--- config.mk ---
export PLATFORM = sky130hd
export DESIGN_NAME = bus_rr_arbiter
export DESIGN_NICKNAME = d
export VERILOG_FILES = /design/src/rtl/bus_rr_arbiter.sv
export SDC_FILE = /design/constraint.sdc
export NUM_CORES = 1
export LEC_CHECK = 0
export ABC_CLOCK_PERIOD_IN_PS = 5700
export CAP_MARGIN = 20
export CORE_MARGIN = 10
export CORE_UTILIZATION = 46
export DETAILED_ROUTE_END_ITERATION = 12
export GPL_TIMING_DRIVEN = 0
export PLACE_DENSITY = 0.88
export SLEW_MARGIN = 10
export SYNTH_ARGS = -nofsm -noshare
export SYNTH_HDL_FRONTEND = slang
export SYNTH_SLANG_ARGS = --single-unit
--- constraint.sdc ---
create_clock -name clk -period 5.7 [get_ports clk]
set_clock_uncertainty 0.2 [all_clocks]
set_input_delay 1.14 -clock clk [delete_from_list [all_inputs] [get_ports clk]]
set_output_delay 1.14 -clock clk [all_outputs]
set_load 0.005 [all_outputs]
--- src/rtl/bus_rr_arbiter.sv ---
// Round-robin N:1 bus arbiter; grant is combinational in IDLE, bus request follows 1 cycle later, response 1 cycle after bus_ready.
// One transaction in flight: req_ready stays low while BUSY. Optional watchdog abort under `define BUS_ARB_TIMEOUT_EN.
module bus_rr_arbiter #(
   parameter int NUM_REQ        = 4,
   parameter int ADDR_WIDTH     = 32,
   parameter int DATA_WIDTH     = 8,
   parameter int TIMEOUT_CYCLES = 255
) (
   input  logic                             clk,
   input  logic                             rst,
   input  logic [NUM_REQ-1:0]               req_valid,
   input  logic [NUM_REQ-1:0]               req_we,
   input  logic [NUM_REQ*ADDR_WIDTH-1:0]    req_addr,
   input  logic [NUM_REQ*DATA_WIDTH-1:0]    req_wdata,
   output logic [NUM_REQ-1:0]               req_ready,
   output logic                             rsp_valid,
   output logic [$clog2(NUM_REQ)-1:0]       rsp_id,
   output logic [DATA_WIDTH-1:0]            rsp_rdata,
   output logic                             rsp_err,
   output logic                             bus_valid,
   output logic                             bus_we,
   output logic [ADDR_WIDTH-1:0]            bus_addr,
   output logic [DATA_WIDTH-1:0]            bus_wdata,
   input  logic                             bus_ready,
   input  logic [DATA_WIDTH-1:0]            bus_rdata
);

   localparam int IDW = $clog2(NUM_REQ);

   typedef enum logic {IDLE = 1'b0, BUSY = 1'b1} state_t;

   state_t                  state_q, state_d;
   logic [IDW-1:0]          ptr_q, ptr_d;
   logic [IDW-1:0]          win_idx;
   logic                    found;
   logic                    grant, done, abort, tmo_hit;
   logic [IDW-1:0]          id_q;
   logic                    we_q;
   logic [ADDR_WIDTH-1:0]   addr_q;
   logic [DATA_WIDTH-1:0]   wdata_q;
   logic                    rsp_valid_q;
   logic [IDW-1:0]          rsp_id_q;
   logic [DATA_WIDTH-1:0]   rsp_rdata_q;

   // First active requester at or after ptr, wrapping at NUM_REQ (not at 2**IDW).
   always_comb begin : win_search
      int             idx;
      logic [IDW-1:0] cand;
      found   = 1'b0;
      win_idx = '0;
      idx     = 0;
      cand    = '0;
      for (int i = 0; i < NUM_REQ; i++) begin
         idx = int'(ptr_q) + i;
         if (idx >= NUM_REQ) idx = idx - NUM_REQ;
         cand = IDW'(idx);
         if (!found && req_valid[cand]) begin
            found   = 1'b1;
            win_idx = cand;
         end
      end
   end

   always_comb begin : fsm_next
      state_d = state_q;
      ptr_d   = ptr_q;
      grant   = 1'b0;
      done    = 1'b0;
      abort   = 1'b0;
      case (state_q)
         IDLE: begin
            if (found) begin
               grant   = 1'b1;
               state_d = BUSY;
               ptr_d   = (win_idx == IDW'(NUM_REQ - 1)) ? '0 : win_idx + 1'b1;
            end
         end
         BUSY: begin
            if (bus_ready) begin
               done    = 1'b1;
               state_d = IDLE;
            end else if (tmo_hit) begin
               abort   = 1'b1;
               state_d = IDLE;
            end
         end
      endcase
   end

   // Gated by rst so the strobe is low throughout reset, not just after the next edge.
   always_comb begin : ready_dec
      req_ready = '0;
      if (grant && rst) req_ready[win_idx] = 1'b1;
   end

   always_ff @(posedge clk or negedge rst) begin
      if (!rst) begin
         state_q     <= IDLE;
         ptr_q       <= '0;
         id_q        <= '0;
         we_q        <= 1'b0;
         addr_q      <= '0;
         wdata_q     <= '0;
         rsp_valid_q <= 1'b0;
         rsp_id_q    <= '0;
         rsp_rdata_q <= '0;
      end else begin
         state_q     <= state_d;
         ptr_q       <= ptr_d;
         rsp_valid_q <= done | abort;
         if (grant) begin
            id_q    <= win_idx;
            we_q    <= req_we[win_idx];
            addr_q  <= req_addr[int'(win_idx)*ADDR_WIDTH +: ADDR_WIDTH];
            wdata_q <= req_wdata[int'(win_idx)*DATA_WIDTH +: DATA_WIDTH];
         end
         if (done) begin
            rsp_id_q    <= id_q;
            rsp_rdata_q <= we_q ? '0 : bus_rdata;
         end else if (abort) begin
            rsp_id_q    <= id_q;
            rsp_rdata_q <= '0;
         end
      end
   end

`ifdef BUS_ARB_TIMEOUT_EN
   logic [15:0] cnt_q;
   logic        rsp_err_q;

   // cnt_q counts stalled BUSY cycles; the limit is hit on the stall that would make it TIMEOUT_CYCLES.
   assign tmo_hit = (state_q == BUSY) && (cnt_q == 16'(TIMEOUT_CYCLES - 1));

   always_ff @(posedge clk or negedge rst) begin
      if (!rst) begin
         cnt_q     <= '0;
         rsp_err_q <= 1'b0;
      end else begin
         if (grant) cnt_q <= '0;
         else if (state_q == BUSY && !bus_ready) cnt_q <= cnt_q + 16'd1;
         if (done || abort) rsp_err_q <= abort;
      end
   end

   assign rsp_err = rsp_err_q;
`else
   assign tmo_hit = 1'b0;
   assign rsp_err = 1'b0;

   // TIMEOUT_CYCLES has no effect without the watchdog; this only keeps it referenced.
   if (TIMEOUT_CYCLES < 1) begin : g_tmo_param_unused
   end
`endif

   assign bus_valid = (state_q == BUSY);
   assign bus_we    = we_q;
   assign bus_addr  = addr_q;
   assign bus_wdata = wdata_q;
   assign rsp_valid = rsp_valid_q;
   assign rsp_id    = rsp_id_q;
   assign rsp_rdata = rsp_rdata_q;

endmodule

==> results.json, run 1 <==
{
  "ys.warnings.count": 0,
  "grt_setup_unrepaired": "no",
  "grt_pass1_vias": 6983,
  "p_leak_nw": 2.99,
  "synth_most_common_cell": "nand2_1",
  "async_reset_ff_frac": 1.00,
  "synth_seq_cells": 57,
  "holdBufCountCts": 0,
  "dp_hpwl_mm": 18.5,
  "cp-end-kind": "output port",
  "fin_crit_ns": 5.17,
  "htreeDepth": 3,
  "cp_max_fo": 10,
  "hp-class": "flip-flop to flip-flop",
  "syn_to_final_growth_pct": 55.3,
  "startpoint": "req_valid[2]",
  "overflow": 0,
  "p_per_area_mw_per_mm2": 371,
  "gp_congestion": 0.910,
  "finalSetupViolations": 0,
  "max_freq_mhz": 193,
  "io_pins": 237,
  "grt_usage": 0.291,
  "holdWs_ns": 0.290,
  "insertedDiodeCount": 0,
  "cts.sinks": 57,
  "antenna_left": 0,
  "grt_max_degree": 62,
  "maxCapViolations": 0,
  "ys.flop_type": "dfrtp_1",
  "synth_top_cell_by_area": "dfrtp_1",
  "required_ns": 4.36,
  "worstReg2RegStart": "ptr_q[1]$_DFFE_PN0P_",
  "grt_pass1_wl_mm": 38.6,
  "clk_latency_ns": 0.33,
  "critPathKind": "input port to output port",
  "die_area_mm2": 0.0159,
  "worst_slew_margin_rel": 0.458,
  "synth-edff-count": 0,
  "cts_buffers": 9,
  "tritoncts": "built",
  "synth_fp_nets": 854,
  "wl_per_cell_um": 23.5,
  "clkTransAtPathRegs_ns": 0.05,
  "clock_path_buffers": 2,
  "synthCells": 673,
  "netlist_area_mm2": 0.00517,
  "synth_cell_types": 37,
  "hold_viol": 0,
  "startpoint_type": "input port",
  "drtIter0Drc": 1121,
  "yosysSeqAreaShare": 0.276,
  "die_x_um": 126,
  "nets": 1099,
  "peakVddDrop_mv": 0.205,
  "coreArea_mm2": 0.0109,
  "drive_above_1_share": 0.0693,
  "vias_per_cell": 6.67,
  "drv_slew": 0,
  "drc": 0,
  "start_util": 0.473,
  "synth_common_cells": "nand2_1 (96), clkbuf_1 (69), dfrtp_1 (57)",
  "first_pass_iters": 7,
  "post-route-period-util": 0.908,
  "arrival_ns": 3.83,
  "drt-total-wl_mm": 24.9,
  "r2r_slack_ns": 3.27,
  "dieHeight_um": 126,
  "synthTopCellsByArea": "dfrtp_1 (28%), nand2_1 (7.0%), a311oi_1 (6.9%), o32ai_1 (6.9%), a211oi_1 (5.9%)",
  "hold_path.startpoint": "id_q[0]$_DFFE_PN0P_",
  "num_vias": 7095,
  "fin_util": 0.735,
  "portBuffers": 234,
  "root_buffer": "clkbuf_16",
  "post-cts-setup-buffer-count": 0,
  "synth.top_cell.area_share": 0.276,
  "tightestPinTransition_ns": 0.813,
  "num_rows": 38,
  "status": "complete, no violations",
  "syn_area_per_cell_um2": 7.69,
  "antenna_found_initial": 0,
  "cts_resized": 0
}
==> layout make-up <==
cell class | count | area [µm²]
multi-input cells | 478 | 3150
fillers | 826 | 2900
repair buffers | 234 | 2340
flip-flops and latches | 57 | 1430
plain buffers | 92 | 423
clock buffers | 11 | 243
well taps | 140 | 175
inverters | 46 | 173
clock inverters | 5 | 103
==> routing by layer <==
metal,part of all wire,global-route usage,vias to the layer above
met2,0.48,0.481,517
met5,0,0,-
met1,0.38,0.357,3419
met3,0.11,0.0742,73
li1,-,-,3086
met4,0.033,0.110,0
==> cells by family after synthesis <==
family	synth area share
other cells	0.000725
compound gates	0.461
flops	0.276
fa+ha+maj	0.00483
simple gates	0.134
buf+inv	0.115
mux	0.00870
==> critical path, stage by stage <==
cell and delay (ns):
clkdlybuf4s50_1 0.52, nand2b_1 0.11, buf_2 0.18, a21o_1 0.13, clkbuf_1 0.24, clkbuf_1 0.43, and2_1 0.23, inv_1 0.06
ha_1 0.19, and3_1 0.16, clkdlybuf4s50_1 0.44
==> stage by stage <==
step                      cells  power [W]  setup slack, ns  setup TNS, ns  area [µm²]
after floorplan             673    0.00154             1.91              0        5170
after global placement     1047    0.00225           -0.280          -1.01        7690
after detailed placement   1047    0.00230            0.579              0        7690
after CTS                  1063    0.00295            0.586              0        8040
after global routing       1063    0.00313            0.399              0        8040
final                      1063    0.00298            0.526              0        8040
==> report_power, final <==
| part | total (W) | internal [W] | switching (W) |
|---|---|---|---|
| registers | 0.000705 | 0.000563 | 0.000141 |
| logic | 0.00164 | 0.000758 | 0.000880 |
| clock network | 0.000640 | 0.000438 | 0.000202 |
==> final timing paths <==
kind                                                  to  cells past startpoint
worst min register to register       id_q[0]$_DFFE_PN0P_                      1
worst max register to register      ptr_q[1]$_DFFE_PN0P_                      7
worst min-delay path                 id_q[0]$_DFFE_PN0P_                      1
min in group asynchronous       bus_addr[18]$_DFFE_PN0P_                      1
worst max-delay path                        req_ready[2]                     11
max in group asynchronous       bus_wdata[7]$_DFFE_PN0P_                      1
==> state kept, by name, summed over array words and instances, names as in the netlist <==
name,cells
bus_addr,32
bus_wdata,8
rsp_rdata,8
id_q,2
ptr_q,2
rsp_id,2
bus_valid,1
bus_we,1
rsp_valid,1
==> placed cells by master, fill, tap and decap left out, drive strengths merged, types with 3 or more instances in the layout <==
master         count
nand2b            12
clkbuf            80
and3               3
clkdlybuf4s50    233
inv               44
nor2              44
a21oi             44
mux2               4
o22ai             41
o211ai            41
clkinv             3
dfrtp             57
a311oi            41
nand2             96
o21ai             10
buf               24
a221oi            41
bufinv             3
a211oi            41
o32ai             41
Power figures use the tool's default switching activity.
==> run 2, diff against run 1 <==
- TNS_END_PERCENT: unset -> 10
==> results of run 2 <==
The final DEF is identical to that of run 1; final timing and power are the same.
==> run 3, diff against run 2 <==
- PLACE_DENSITY: 0.88 -> unset
- PLACE_DENSITY_LB_ADDON: unset -> 0.08
==> run 3 against run 2 <==
Sequential share of layout area increased by 0.14 points. Routed wire length decreased by 4.0%. Die area unchanged. First-iteration DRC count decreased by 18%. Via count decreased by 2.6%. Design area decreased by 0.78%. Global-route usage decreased by 0.88 points. Largest power group unchanged.
==> results.json, run 3 (synthesized netlist as in run 1, its figures left out) <==
{
  "cts.sinks": 57,
  "maxCapViolations": 0,
  "drc": 0,
  "cts_resized": 0,
  "highest_layer": "met4",
  "num_vias": 6910,
  "drv_slew": 0,
  "drt-total-wl_mm": 23.9,
  "root_buffer": "clkbuf_16",
  "wl_per_cell_um": 22.5,
  "grt_pass1_vias": 6945,
  "grt_pass1_wl_mm": 37.4,
  "coreArea_mm2": 0.0109,
  "dp_hpwl_mm": 18.1,
  "critPathKind": "input port to output port",
  "largest_reg_flops": 32,
  "io_pins": 237,
  "grt_usage": 0.282,
  "finalSetupViolations": 0,
  "status": "complete, no violations",
  "syn_to_final_growth_pct": 54.1,
  "worst_slew_margin_rel": 0.457,
  "nets": 1099,
  "insertedDiodeCount": 0,
  "timing.final.ws_setup_ns": 0.532,
  "grt_setup_unrepaired": "no",
  "wl_met2_mm": 11.6,
  "dieHeight_um": 126,
  "r2r_slack_ns": 3.25,
  "vias_per_cell": 6.50,
  "overflow": 0,
  "peakVddDrop_mv": 0.224,
  "start_util": 0.473,
  "tritoncts": "built",
  "clk_latency_ns": 0.34,
  "die_area_mm2": 0.0159,
  "post-cts-setup-buffer-count": 0,
  "die_x_um": 126,
  "antenna_left": 0,
  "first_pass_iters": 7,
  "required_ns": 4.36,
  "hold_viol": 0,
  "routed-wl-met3_mm": 2.27,
  "num_rows": 38,
  "tightestPinTransition_ns": 0.815,
  "drive_above_1_share": 0.0704,
  "gp_congestion": 0.941,
  "fill_cells": 863,
  "holdWs_ns": 0.289,
  "wl_met1_mm": 9.30,
  "portBuffers": 234,
  "dp_slack_ns": 0.621,
  "htreeDepth": 3,
  "drtIter0Drc": 919,
  "clock_path_buffers": 2,
  "cp_max_fo": 10,
  "max_freq_mhz": 193,
  "p_leak_nw": 2.96,
  "grt_max_degree": 62,
  "holdBufCountCts": 0,
  "arrival_ns": 3.83,
  "hp-class": "flip-flop to flip-flop",
  "p_per_area_mw_per_mm2": 357,
  "final_cell_mix": "clkdlybuf4s50_1 (233), nand2_1 (96), clkbuf_1 (69)",
  "startpoint_type": "input port",
  "clkTransAtPathRegs_ns": 0.05,
  "layout_commonest_cell": "clkdlybuf4s50_1",
  "fin_crit_ns": 5.17,
  "post-route-period-util": 0.907,
  "cts_buffers": 9,
  "cp-end-kind": "output port",
  "antenna_found_initial": 0
}
[run 3: area by class of cell]
type	instances	area [µm²]	share of cell area
Sequential cell	57	1430	0.179
Clock buffer	11	253	0.0317
Timing Repair Buffer	234	2340	0.293
Buffer	92	423	0.0530
Multi-Input combinational cell	478	3150	0.395
Tap cell	140	175	0.0220
Clock inverter	5	30.0	0.00377
Inverter	46	173	0.0217
[run 3: critical path, stage by stage]
cell and delay [ns]:
clkdlybuf4s50_1 0.52, nand2b_1 0.11, buf_2 0.18, a21o_1 0.13
clkbuf_1 0.26, clkbuf_1 0.40, and2_1 0.23, inv_1 0.05
ha_1 0.19, and3_1 0.16, clkdlybuf4s50_1 0.45
[run 3: power breakdown]
group          internal [W]  total, W  leakage, nW  switching [W]
sequential         0.000563  0.000702        0.650       0.000139
clock              0.000315  0.000524        0.137       0.000208
combinational      0.000758   0.00162         2.18       0.000865
total               0.00164   0.00285         2.96        0.00121
[run 3: metal layers]
layer	global-route usage	vias up
li1	-	3088
met1	0.346	3314
met2	0.463	431
met3	0.0822	77
met4	0.0978	0
met5	0	-
[run 3: path summary, 6_finish.rpt]
| kind | endpoint | startpoint | cells after the start |
|---|---|---|---|
| min in group asynchronous | bus_addr[19]$_DFFE_PN0P_ | rst | 1 |
| max in group asynchronous | bus_addr[10]$_DFFE_PN0P_ | rst | 1 |
| hold / removal | rsp_rdata[4]$_DFFE_PN0P_ | rsp_rdata[4]$_DFFE_PN0P_ | 2 |
| setup reg to reg | bus_wdata[3]$_DFFE_PN0P_ | ptr_q[1]$_DFFE_PN0P_ | 7 |
| hold reg to reg | rsp_rdata[4]$_DFFE_PN0P_ | rsp_rdata[4]$_DFFE_PN0P_ | 2 |
| setup / recovery | req_ready[2] | req_valid[2] | 11 |
[run 3: per-stage QoR]
step	area (µm²)	util	cells	TNS [ns]	power, W
6_report	7970	0.729	1063	0	0.00285
5_1_grt	7970	0.729	1063	0	0.00301
4_1_cts	7970	0.729	1063	0	0.00281
3_5_place_dp	7690	0.703	1047	0	0.00229
3_3_place_gp	7690	0.703	1047	-0.702	0.00224
2_1_floorplan	5170	-	673	0	0.00154
